--- config.mk ---
export PLATFORM = sky130hd
export DESIGN_NAME = pe_seq_ctrl
export DESIGN_NICKNAME = d
export VERILOG_FILES = /design/src/rtl/pe_seq_pkg.sv /design/src/rtl/gb_rd_port.sv /design/src/rtl/pe_seq_ctrl.sv
export SDC_FILE = /design/constraint.sdc
export NUM_CORES = 1
export LEC_CHECK = 0
export BUFFER_PORTS_ARGS = -buffer_cell sky130_fd_sc_hd__buf_2
export CAP_MARGIN = 20
export CORE_MARGIN = 2
export CORE_UTILIZATION = 50
export DETAILED_ROUTE_END_ITERATION = 10
export PLACE_DENSITY = 0.82
export SYNTH_ARGS = -nofsm -noshare
export SYNTH_HDL_FRONTEND = slang
export SYNTH_SLANG_ARGS = --single-unit
--- constraint.sdc ---
create_clock -name clk -period 5.2 [get_ports clk]
set_input_delay 0.26 -clock clk [delete_from_list [all_inputs] [get_ports clk]]
set_output_delay 0.26 -clock clk [all_outputs]
set_load 0.02 [all_outputs]
--- src/rtl/pe_seq_pkg.sv ---
// Shared types and sizes for the PE sequencer.
package pe_seq_pkg;

    localparam int unsigned PE_DEPTH = 8;
    localparam int unsigned DATA_W   = 64;
    localparam int unsigned IDX_W    = 3;

    localparam logic [IDX_W-1:0] IDX_LAST = IDX_W'(PE_DEPTH - 1);

    typedef enum logic [3:0] {
        S_IDLE    = 4'd0,
        S_CLR     = 4'd1,
        S_SHIFT   = 4'd2,
        S_RD_REQ  = 4'd3,
        S_RD_WAIT = 4'd4,
        S_WR      = 4'd5,
        S_COMP    = 4'd6,
        S_CAPT    = 4'd7,
        S_OUT     = 4'd8,
        S_FIN     = 4'd9
    } state_e;

    typedef enum logic {
        PH_W = 1'b0,
        PH_A = 1'b1
    } phase_e;

endpackage

--- src/rtl/gb_rd_port.sv ---
// Global-buffer read port: one outstanding request, registered issue,
// combinational ack/data back to the sequencer when the read returns.
module gb_rd_port
    import pe_seq_pkg::*;
#(
    parameter int unsigned ADDR_W = 16
) (
    input  logic              clk,
    input  logic              rst,
    input  logic              req,
    input  logic [ADDR_W-1:0] addr,
    output logic              gb_rd_en,
    output logic [ADDR_W-1:0] gb_addr,
    input  logic              gb_rvalid,
    input  logic [DATA_W-1:0] gb_rdata,
    output logic              ack_c,
    output logic [DATA_W-1:0] data_c
);

    logic              rd_en_q, rd_en_d;
    logic [ADDR_W-1:0] addr_q,  addr_d;
    logic              pend_q,  pend_d;

    // Returned data is only accepted against a request still in flight.
    assign ack_c  = pend_q & gb_rvalid;
    assign data_c = gb_rdata;

    assign gb_rd_en = rd_en_q;
    assign gb_addr  = addr_q;

    // Issue strobe, held address and outstanding-request tracking.
    always_comb begin
        rd_en_d = req;
        addr_d  = addr_q;
        pend_d  = pend_q;
        if (req) begin
            addr_d = addr;
        end
        if (ack_c) begin
            pend_d = 1'b0;
        end
        if (rd_en_q) begin
            pend_d = 1'b1;
        end
    end

    // Port registers; reset drops any outstanding request.
    always_ff @(posedge clk) begin
        if (rst) begin
            rd_en_q <= 1'b0;
            addr_q  <= '0;
            pend_q  <= 1'b0;
        end else begin
            rd_en_q <= rd_en_d;
            addr_q  <= addr_d;
            pend_q  <= pend_d;
        end
    end

endmodule

--- src/rtl/pe_seq_ctrl.sv ---
// PE sequencer: clears the PE, loads weights/activations from the global
// buffer, runs the 8-cycle compute and hands each window result to the
// final-add stage. Sliding windows reuse weights and load one activation.
// Optional statistics counters: define PE_SEQ_STATS_EN.
module pe_seq_ctrl
    import pe_seq_pkg::*;
#(
    parameter int unsigned ADDR_W = 16,
    parameter int unsigned CNT_W  = 8
) (
    input  logic              clk,
    input  logic              rst,
    input  logic              start,
    input  logic [ADDR_W-1:0] w_base,
    input  logic [ADDR_W-1:0] a_base,
    input  logic [CNT_W-1:0]  num_out,
    output logic              busy,
    output logic              done,
    output logic              gb_rd_en,
    output logic [ADDR_W-1:0] gb_addr,
    input  logic [DATA_W-1:0] gb_rdata,
    input  logic              gb_rvalid,
    output logic              pe_write_w,
    output logic              pe_write_a,
    output logic              pe_comp,
    output logic              pe_shift,
    output logic              pe_clear,
    output logic [IDX_W-1:0]  pe_comp_idx,
    output logic [IDX_W-1:0]  pe_write_idx,
    output logic [DATA_W-1:0] pe_data_in,
    input  logic [DATA_W-1:0] pe_data_out,
    output logic              res_valid,
    output logic [DATA_W-1:0] res_data,
    output logic [CNT_W-1:0]  res_idx,
    input  logic              res_ready
`ifdef PE_SEQ_STATS_EN
    ,
    output logic [31:0]       stat_busy_cyc,
    output logic [31:0]       stat_stall_cyc
`endif
);

    state_e            state_q, state_d;
    phase_e            phase_q, phase_d;
    logic [IDX_W-1:0]  k_q, k_d;
    logic [CNT_W-1:0]  win_q, win_d;
    logic [CNT_W-1:0]  num_out_q, num_out_d;
    logic [ADDR_W-1:0] w_base_q, w_base_d;
    logic [ADDR_W-1:0] a_base_q, a_base_d;

    logic              busy_q, busy_d;
    logic              done_q, done_d;
    logic              pe_write_w_q, pe_write_w_d;
    logic              pe_write_a_q, pe_write_a_d;
    logic              pe_comp_q, pe_comp_d;
    logic              pe_shift_q, pe_shift_d;
    logic              pe_clear_q, pe_clear_d;
    logic [IDX_W-1:0]  pe_comp_idx_q, pe_comp_idx_d;
    logic [IDX_W-1:0]  pe_write_idx_q, pe_write_idx_d;
    logic [DATA_W-1:0] pe_data_in_q, pe_data_in_d;
    logic              res_valid_q, res_valid_d;
    logic [DATA_W-1:0] res_data_q, res_data_d;
    logic [CNT_W-1:0]  res_idx_q, res_idx_d;

    logic              rd_req_c;
    logic [ADDR_W-1:0] rd_addr_c;
    logic              rd_ack_c;
    logic [DATA_W-1:0] rd_data_c;
    logic              start_acc_c;
    logic [CNT_W:0]    win_next_c;

    gb_rd_port #(
        .ADDR_W (ADDR_W)
    ) u_gb_rd_port (
        .clk       (clk),
        .rst       (rst),
        .req       (rd_req_c),
        .addr      (rd_addr_c),
        .gb_rd_en  (gb_rd_en),
        .gb_addr   (gb_addr),
        .gb_rvalid (gb_rvalid),
        .gb_rdata  (gb_rdata),
        .ack_c     (rd_ack_c),
        .data_c    (rd_data_c)
    );

    assign start_acc_c = (state_q == S_IDLE) && start;
    assign win_next_c  = {1'b0, win_q} + (CNT_W+1)'(1);

    // Next-state logic; outputs are derived from the next state so they
    // line up with the state register.
    always_comb begin
        state_d   = state_q;
        phase_d   = phase_q;
        k_d       = k_q;
        win_d     = win_q;
        num_out_d = num_out_q;
        w_base_d  = w_base_q;
        a_base_d  = a_base_q;

        case (state_q)
            S_IDLE: begin
                if (start) begin
                    w_base_d  = w_base;
                    a_base_d  = a_base;
                    num_out_d = num_out;
                    win_d     = '0;
                    state_d   = (num_out == '0) ? S_FIN : S_CLR;
                end
            end
            S_CLR: begin
                if (win_q == '0) begin
                    phase_d = PH_W;
                    k_d     = '0;
                    state_d = S_RD_REQ;
                end else begin
                    state_d = S_SHIFT;
                end
            end
            S_SHIFT: begin
                phase_d = PH_A;
                k_d     = IDX_LAST;
                state_d = S_RD_REQ;
            end
            S_RD_REQ: begin
                state_d = S_RD_WAIT;
            end
            S_RD_WAIT: begin
                if (rd_ack_c) begin
                    state_d = S_WR;
                end
            end
            S_WR: begin
                if (k_q != IDX_LAST) begin
                    k_d     = k_q + IDX_W'(1);
                    state_d = S_RD_REQ;
                end else if (phase_q == PH_W) begin
                    phase_d = PH_A;
                    k_d     = '0;
                    state_d = S_RD_REQ;
                end else begin
                    k_d     = '0;
                    state_d = S_COMP;
                end
            end
            S_COMP: begin
                if (k_q == IDX_LAST) begin
                    state_d = S_CAPT;
                end else begin
                    k_d = k_q + IDX_W'(1);
                end
            end
            S_CAPT: begin
                state_d = S_OUT;
            end
            S_OUT: begin
                if (res_ready) begin
                    win_d   = win_q + CNT_W'(1);
                    state_d = (win_next_c < {1'b0, num_out_q}) ? S_CLR : S_FIN;
                end
            end
            S_FIN: begin
                state_d = S_IDLE;
            end
            default: begin
                state_d = S_IDLE;
            end
        endcase

        rd_req_c  = (state_d == S_RD_REQ);
        rd_addr_c = (phase_d == PH_W) ? (w_base_d + ADDR_W'(k_d))
                                      : (a_base_d + ADDR_W'(k_d) + ADDR_W'(win_d));

        busy_d       = (state_d != S_IDLE) && (state_d != S_FIN);
        done_d       = (state_d == S_FIN);
        pe_clear_d   = (state_d == S_CLR);
        pe_shift_d   = (state_d == S_SHIFT);
        pe_write_w_d = (state_d == S_WR) && (phase_d == PH_W);
        pe_write_a_d = (state_d == S_WR) && (phase_d == PH_A);
        pe_comp_d    = (state_d == S_COMP);
        pe_comp_idx_d = (state_d == S_COMP) ? k_d : '0;

        // Index stays nonzero during compute so the PE accumulates.
        pe_write_idx_d = pe_write_idx_q;
        if (state_d == S_WR) begin
            pe_write_idx_d = k_d;
        end else if (state_d == S_COMP) begin
            pe_write_idx_d = IDX_LAST;
        end

        pe_data_in_d = pe_data_in_q;
        if ((state_q == S_RD_WAIT) && rd_ack_c) begin
            pe_data_in_d = rd_data_c;
        end

        res_valid_d = (state_d == S_OUT);
        res_data_d  = res_data_q;
        res_idx_d   = res_idx_q;
        if (state_q == S_CAPT) begin
            res_data_d = pe_data_out;
            res_idx_d  = win_q;
        end
    end

    // State and output registers.
    always_ff @(posedge clk) begin
        if (rst) begin
            state_q        <= S_IDLE;
            phase_q        <= PH_W;
            k_q            <= '0;
            win_q          <= '0;
            num_out_q      <= '0;
            w_base_q       <= '0;
            a_base_q       <= '0;
            busy_q         <= 1'b0;
            done_q         <= 1'b0;
            pe_write_w_q   <= 1'b0;
            pe_write_a_q   <= 1'b0;
            pe_comp_q      <= 1'b0;
            pe_shift_q     <= 1'b0;
            pe_clear_q     <= 1'b0;
            pe_comp_idx_q  <= '0;
            pe_write_idx_q <= '0;
            pe_data_in_q   <= '0;
            res_valid_q    <= 1'b0;
            res_data_q     <= '0;
            res_idx_q      <= '0;
        end else begin
            state_q        <= state_d;
            phase_q        <= phase_d;
            k_q            <= k_d;
            win_q          <= win_d;
            num_out_q      <= num_out_d;
            w_base_q       <= w_base_d;
            a_base_q       <= a_base_d;
            busy_q         <= busy_d;
            done_q         <= done_d;
            pe_write_w_q   <= pe_write_w_d;
            pe_write_a_q   <= pe_write_a_d;
            pe_comp_q      <= pe_comp_d;
            pe_shift_q     <= pe_shift_d;
            pe_clear_q     <= pe_clear_d;
            pe_comp_idx_q  <= pe_comp_idx_d;
            pe_write_idx_q <= pe_write_idx_d;
            pe_data_in_q   <= pe_data_in_d;
            res_valid_q    <= res_valid_d;
            res_data_q     <= res_data_d;
            res_idx_q      <= res_idx_d;
        end
    end

    assign busy         = busy_q;
    assign done         = done_q;
    assign pe_write_w   = pe_write_w_q;
    assign pe_write_a   = pe_write_a_q;
    assign pe_comp      = pe_comp_q;
    assign pe_shift     = pe_shift_q;
    assign pe_clear     = pe_clear_q;
    assign pe_comp_idx  = pe_comp_idx_q;
    assign pe_write_idx = pe_write_idx_q;
    assign pe_data_in   = pe_data_in_q;
    assign res_valid    = res_valid_q;
    assign res_data     = res_data_q;
    assign res_idx      = res_idx_q;

`ifdef PE_SEQ_STATS_EN
    logic [31:0] stat_busy_q, stat_busy_d;
    logic [31:0] stat_stall_q, stat_stall_d;

    // Saturating busy/stall cycle counters, cleared when a job is accepted.
    always_comb begin
        stat_busy_d  = stat_busy_q;
        stat_stall_d = stat_stall_q;
        if (start_acc_c) begin
            stat_busy_d  = '0;
            stat_stall_d = '0;
        end else begin
            if (busy_q && (stat_busy_q != '1)) begin
                stat_busy_d = stat_busy_q + 32'd1;
            end
            if (res_valid_q && !res_ready && (stat_stall_q != '1)) begin
                stat_stall_d = stat_stall_q + 32'd1;
            end
        end
    end

    // Statistics registers.
    always_ff @(posedge clk) begin
        if (rst) begin
            stat_busy_q  <= '0;
            stat_stall_q <= '0;
        end else begin
            stat_busy_q  <= stat_busy_d;
            stat_stall_q <= stat_stall_d;
        end
    end

    assign stat_busy_cyc  = stat_busy_q;
    assign stat_stall_cyc = stat_stall_q;
`endif

endmodule

==> results.cfg <==
[sta]
finalClockSkew_ns = 0.01222
finalHoldWorstSlack_ns = 0.008544
timing.final.hold_violations = 0
finalWorstPathRequiredPeriod_ns = 4.644
rsz0062_at_grt = false
actual_transition_at_the_worst_max_transition_pin_ns = 1.128
timing.final.setup_violations = 0
maxSlewViolCount = 0
slew-limit-headroom = 0.2479
finalCritPeriodShare = 0.8931
total_negative_slack_ns = 0
fmax_mhz = 215.3

[pwr]
fin_total_pwr_mw = 4.703
power-per-cell-area_nw_per_um2 = 342.3
share_of_total_power_in_sequential_cells = 0.406
power.net_switching_mw = 1.441
power.leakage_nw = 6.054
max-vdd-ir-drop_v = 0.0002988
power_report.internal_total_mw = 3.262
power_switching_share = 0.3065
power.clock.fraction = 0.369
combPwrFrac = 0.225

[yosys]
synth_area_per_cell_um2 = 7.827
yosysSeqAreaShare = 0.4540
synthMostInstantiatedCell = nand2_1
synthesized_instance_count = 1262
cell_types_with_the_highest_counts_after_synthesis = 390 x nand2_1, 224 x dfxtp_1, 199 x a21oi_1, 61 x nor2_1, 50 x clkbuf_1
synth_async_sr_flop_share = 0
netlist_area_um2 = 9878
ys_warn_count = 0
yosys.area.top_type_share = 0.4540
synthDistinctLibCells = 63
ys_seq_elements = 224
syn-num-nets = 1469
synth_top_area_cell = dfxtp_1
yosys_most_used_dff = dfxtp_1
synth-edff-count = 0
synth_top_cells_by_area = dfxtp_1 45%, nand2_1 15%, a21oi_1 10%, ha_1 3.7%, nor2_1 2.3%

[finish]
diodes = 0
finalNetCount = 1890
layout-area-overhead-vs-synth_pct = 39.09
drive_gt1_frac = 0.2372

[drt]
drt-pass1-iter-count = 6
routed-via-count = 10650
post_dr_vias_cell = 5.423
drtAntennaViolNets = 0
drt_first_iter_violations = 760
remaining_drc_errors = 0
detail_route.wl_per_cell_um = 17.07
drt_wl_total_mm = 33.53

[worst_setup_path]
setup.worst_path.start_class = flip-flop
cp-end-kind = flip-flop
critical_path.n_buffers_inverters = 2
arrival_ns = 5.09
timing.critical_path.max_delay_family = simple AND/OR/NAND/NOR gates
critical_path.max_stage_delay_ns = 0.61
worst_ep_required_ns = 5.65
critical_path_peak_fanout = 13
timing.setup.critical_path_class = reg -> reg
worstPathCellList = nor2b_1 -> o21ai_0 -> nand2b_1 -> a21oi_1 -> fa_1 -> inv_1 -> ha_1 -> inv_1 -> fa_1 -> nor2b_1 -> o31a_1 -> nor2_1 -> or4_1 -> nand3_1 -> o21ai_0 -> o21ai_1
crit_path_top_delay_cell = dfxtp_1

[clocking]
clk_pin_slew_worst_setup_hold_paths_ns = 0.06
clockBufferDepth = 3
post_cts_resized = 0
clk-insertion-delay-late_ns = 0.53
cts_tree = yes
clkSinkCount = 224
cts_root_buf = clkbuf_16
tritoncts.num_buffers = 25
post_cts.repair.setup_buffers = 0
cts_hold_repair.buffers = 129
cts-htree-levels = 1

[floorplan]
die_height_um = 144.6
die_area_um2 = 20900
floorplan.die.width_um = 144.6
start_util = 0.5092
floorplan.core_area_um2 = 19400
row_count = 51
io_pins = 340

[job]
max_cap_viol_count = 0

[grt]
wire_length_of_the_first_global_routing_pass_mm = 50.14
first_global_vias = 10017
grt_overflow = 0
grt_max_degree = 112
overall_track_demand_over_capacity_in_global_routing = 0.2991
antenna_found_initial = 1

[min_path]
min_path_type = in -> reg

[placed_design]
dp.final_hpwl_mm = 20.90
globalplace.congestion = 0.9771
buffer_ports.inserted = 339

[outcome]
run_status = finished clean
## worst paths after layout
| path | startpoint | endpoint | slack (ns) | cells past startpoint |
|---|---|---|---|---|
| max reg2reg | state_q[1]$_SDFF_PP0_ | u_gb_rd_port.gb_addr[11]$_SDFFE_PP0N_ | 0.56 | 16 |
| min | w_base[2] | w_base_q[2]$_SDFF_PP0_ | 0.009 | 3 |
| max | state_q[1]$_SDFF_PP0_ | u_gb_rd_port.gb_addr[11]$_SDFFE_PP0N_ | 0.56 | 16 |
| min reg2reg | res_data[6]$_SDFFE_PP0N_ | res_data[6]$_SDFFE_PP0N_ | 0.45 | 2 |
## stage by stage
step / instance area, µm² / instances / worst slack [ns] / utilization
floorplan: 9878 / 1262 / 1.284 / -
global placement: 11640 / 1792 / 0.8195 / 0.6001
detailed placement: 11640 / 1792 / 0.6716 / 0.6001
CTS: 13740 / 1964 / 0.6003 / 0.7083
global route: 13740 / 1964 / 0.1044 / 0.7083
finish: 13740 / 1964 / 0.5557 / 0.7083
## placed cells by master (no fill, tap or decap), types with 3 or more instances in the layout
cell type,Yosys,layout
mux2i_1,11,11
and2_1,3,3
inv_1,30,30
fa_1,5,5
o21a_1,4,4
dfxtp_1,224,224
nand2_1,390,390
nor2_1,61,61
nand3_1,25,24
nand4_1,7,7
buf_2,17,338
buf_4,4,9
xor2_1,15,15
clkbuf_1,50,5
a21o_1,4,4
ha_1,29,29
a31oi_1,9,9
dlygate4sd3_1,0,129
o21ai_1,3,3
nor3b_1,3,3
o21ai_0,13,13
a21oi_1,199,199
clkbuf_16,0,25
o211ai_1,10,10
a311oi_1,7,7
o21bai_1,4,4
xnor2_1,21,21
and3_1,12,11
clkbuf_8,0,7
or3_1,4,4
nor2b_1,11,11
nor3_1,17,17
nand2b_1,6,6
a211oi_1,10,10
## routing by layer
| metal | wire (µm) | track usage | up-vias |
|---|---|---|---|
| li1 | - | - | 5065 |
| met2 | 15960 | 0.5071 | 547 |
| met5 | 0 | 0 | - |
| met1 | 13240 | 0.3634 | 4913 |
| met3 | 2820 | 0.06722 | 125 |
| met4 | 1507 | 0.1334 | 0 |
## power groups by stage
| stage | clock network (mW) | registers (mW) | logic, mW |
|---|---|---|---|
| global placement | 0 | 1.94 | 0.937 |
| floorplan | 0 | 1.98 | 0.618 |
| detailed placement | 0 | 1.94 | 0.952 |
| finish | 1.74 | 1.91 | 1.06 |
| CTS | 1.76 | 1.91 | 1.04 |
| global route | 1.83 | 1.92 | 1.15 |
## area by class of cell
class	instances	area (µm²)
Fill cell	1423	5659
Sequential cell	224	4484
Clock buffer	37	740.7
Timing Repair Buffer	478	3082
Multi-Input combinational cell	924	4922
Tap cell	265	331.6
Inverter	30	112.6
Clock inverter	6	66.31
## registers in the layout (all words and copies together) (netlist names), 3 cells and up
signal,flops
res_idx,8
k_q,3
pe_comp_idx,3
w_base_q,16
win_q,8
pe_write_idx,3
res_data,64
u_gb_rd_port.gb_addr,16
a_base_q,16
num_out_q,8
state_q,4
pe_data_in,64
## cells by family (layout without fill, tap and decap cells)
logic type / after synthesis / count (layout) / synth area share
and+or+nand+nor: 557 / 557 / 0.2400
AOI/OAI and AO/OA: 286 / 286 / 0.1676
DFF: 224 / 224 / 0.4540
buffers and inverters: 114 / 551 / 0.04851
xor gates and xnor gates: 36 / 36 / 0.03192
adders and majority gates: 34 / 34 / 0.04687
muxes: 11 / 11 / 0.01115
## worst reg2reg max path, cell delays in order, from the launching register on
cell      delay (ns)
dfxtp_1         0.61
nor2b_1         0.49
o21ai_0         0.29
nand2b_1        0.22
a21oi_1         0.52
fa_1            0.50
inv_1           0.07
ha_1            0.16
inv_1           0.06
fa_1            0.40
nor2b_1         0.16
o31a_1          0.23
nor2_1          0.11
or4_1           0.40
nand3_1         0.10
o21ai_0         0.11
o21ai_1         0.17
(Power assumes the default switching activity.)
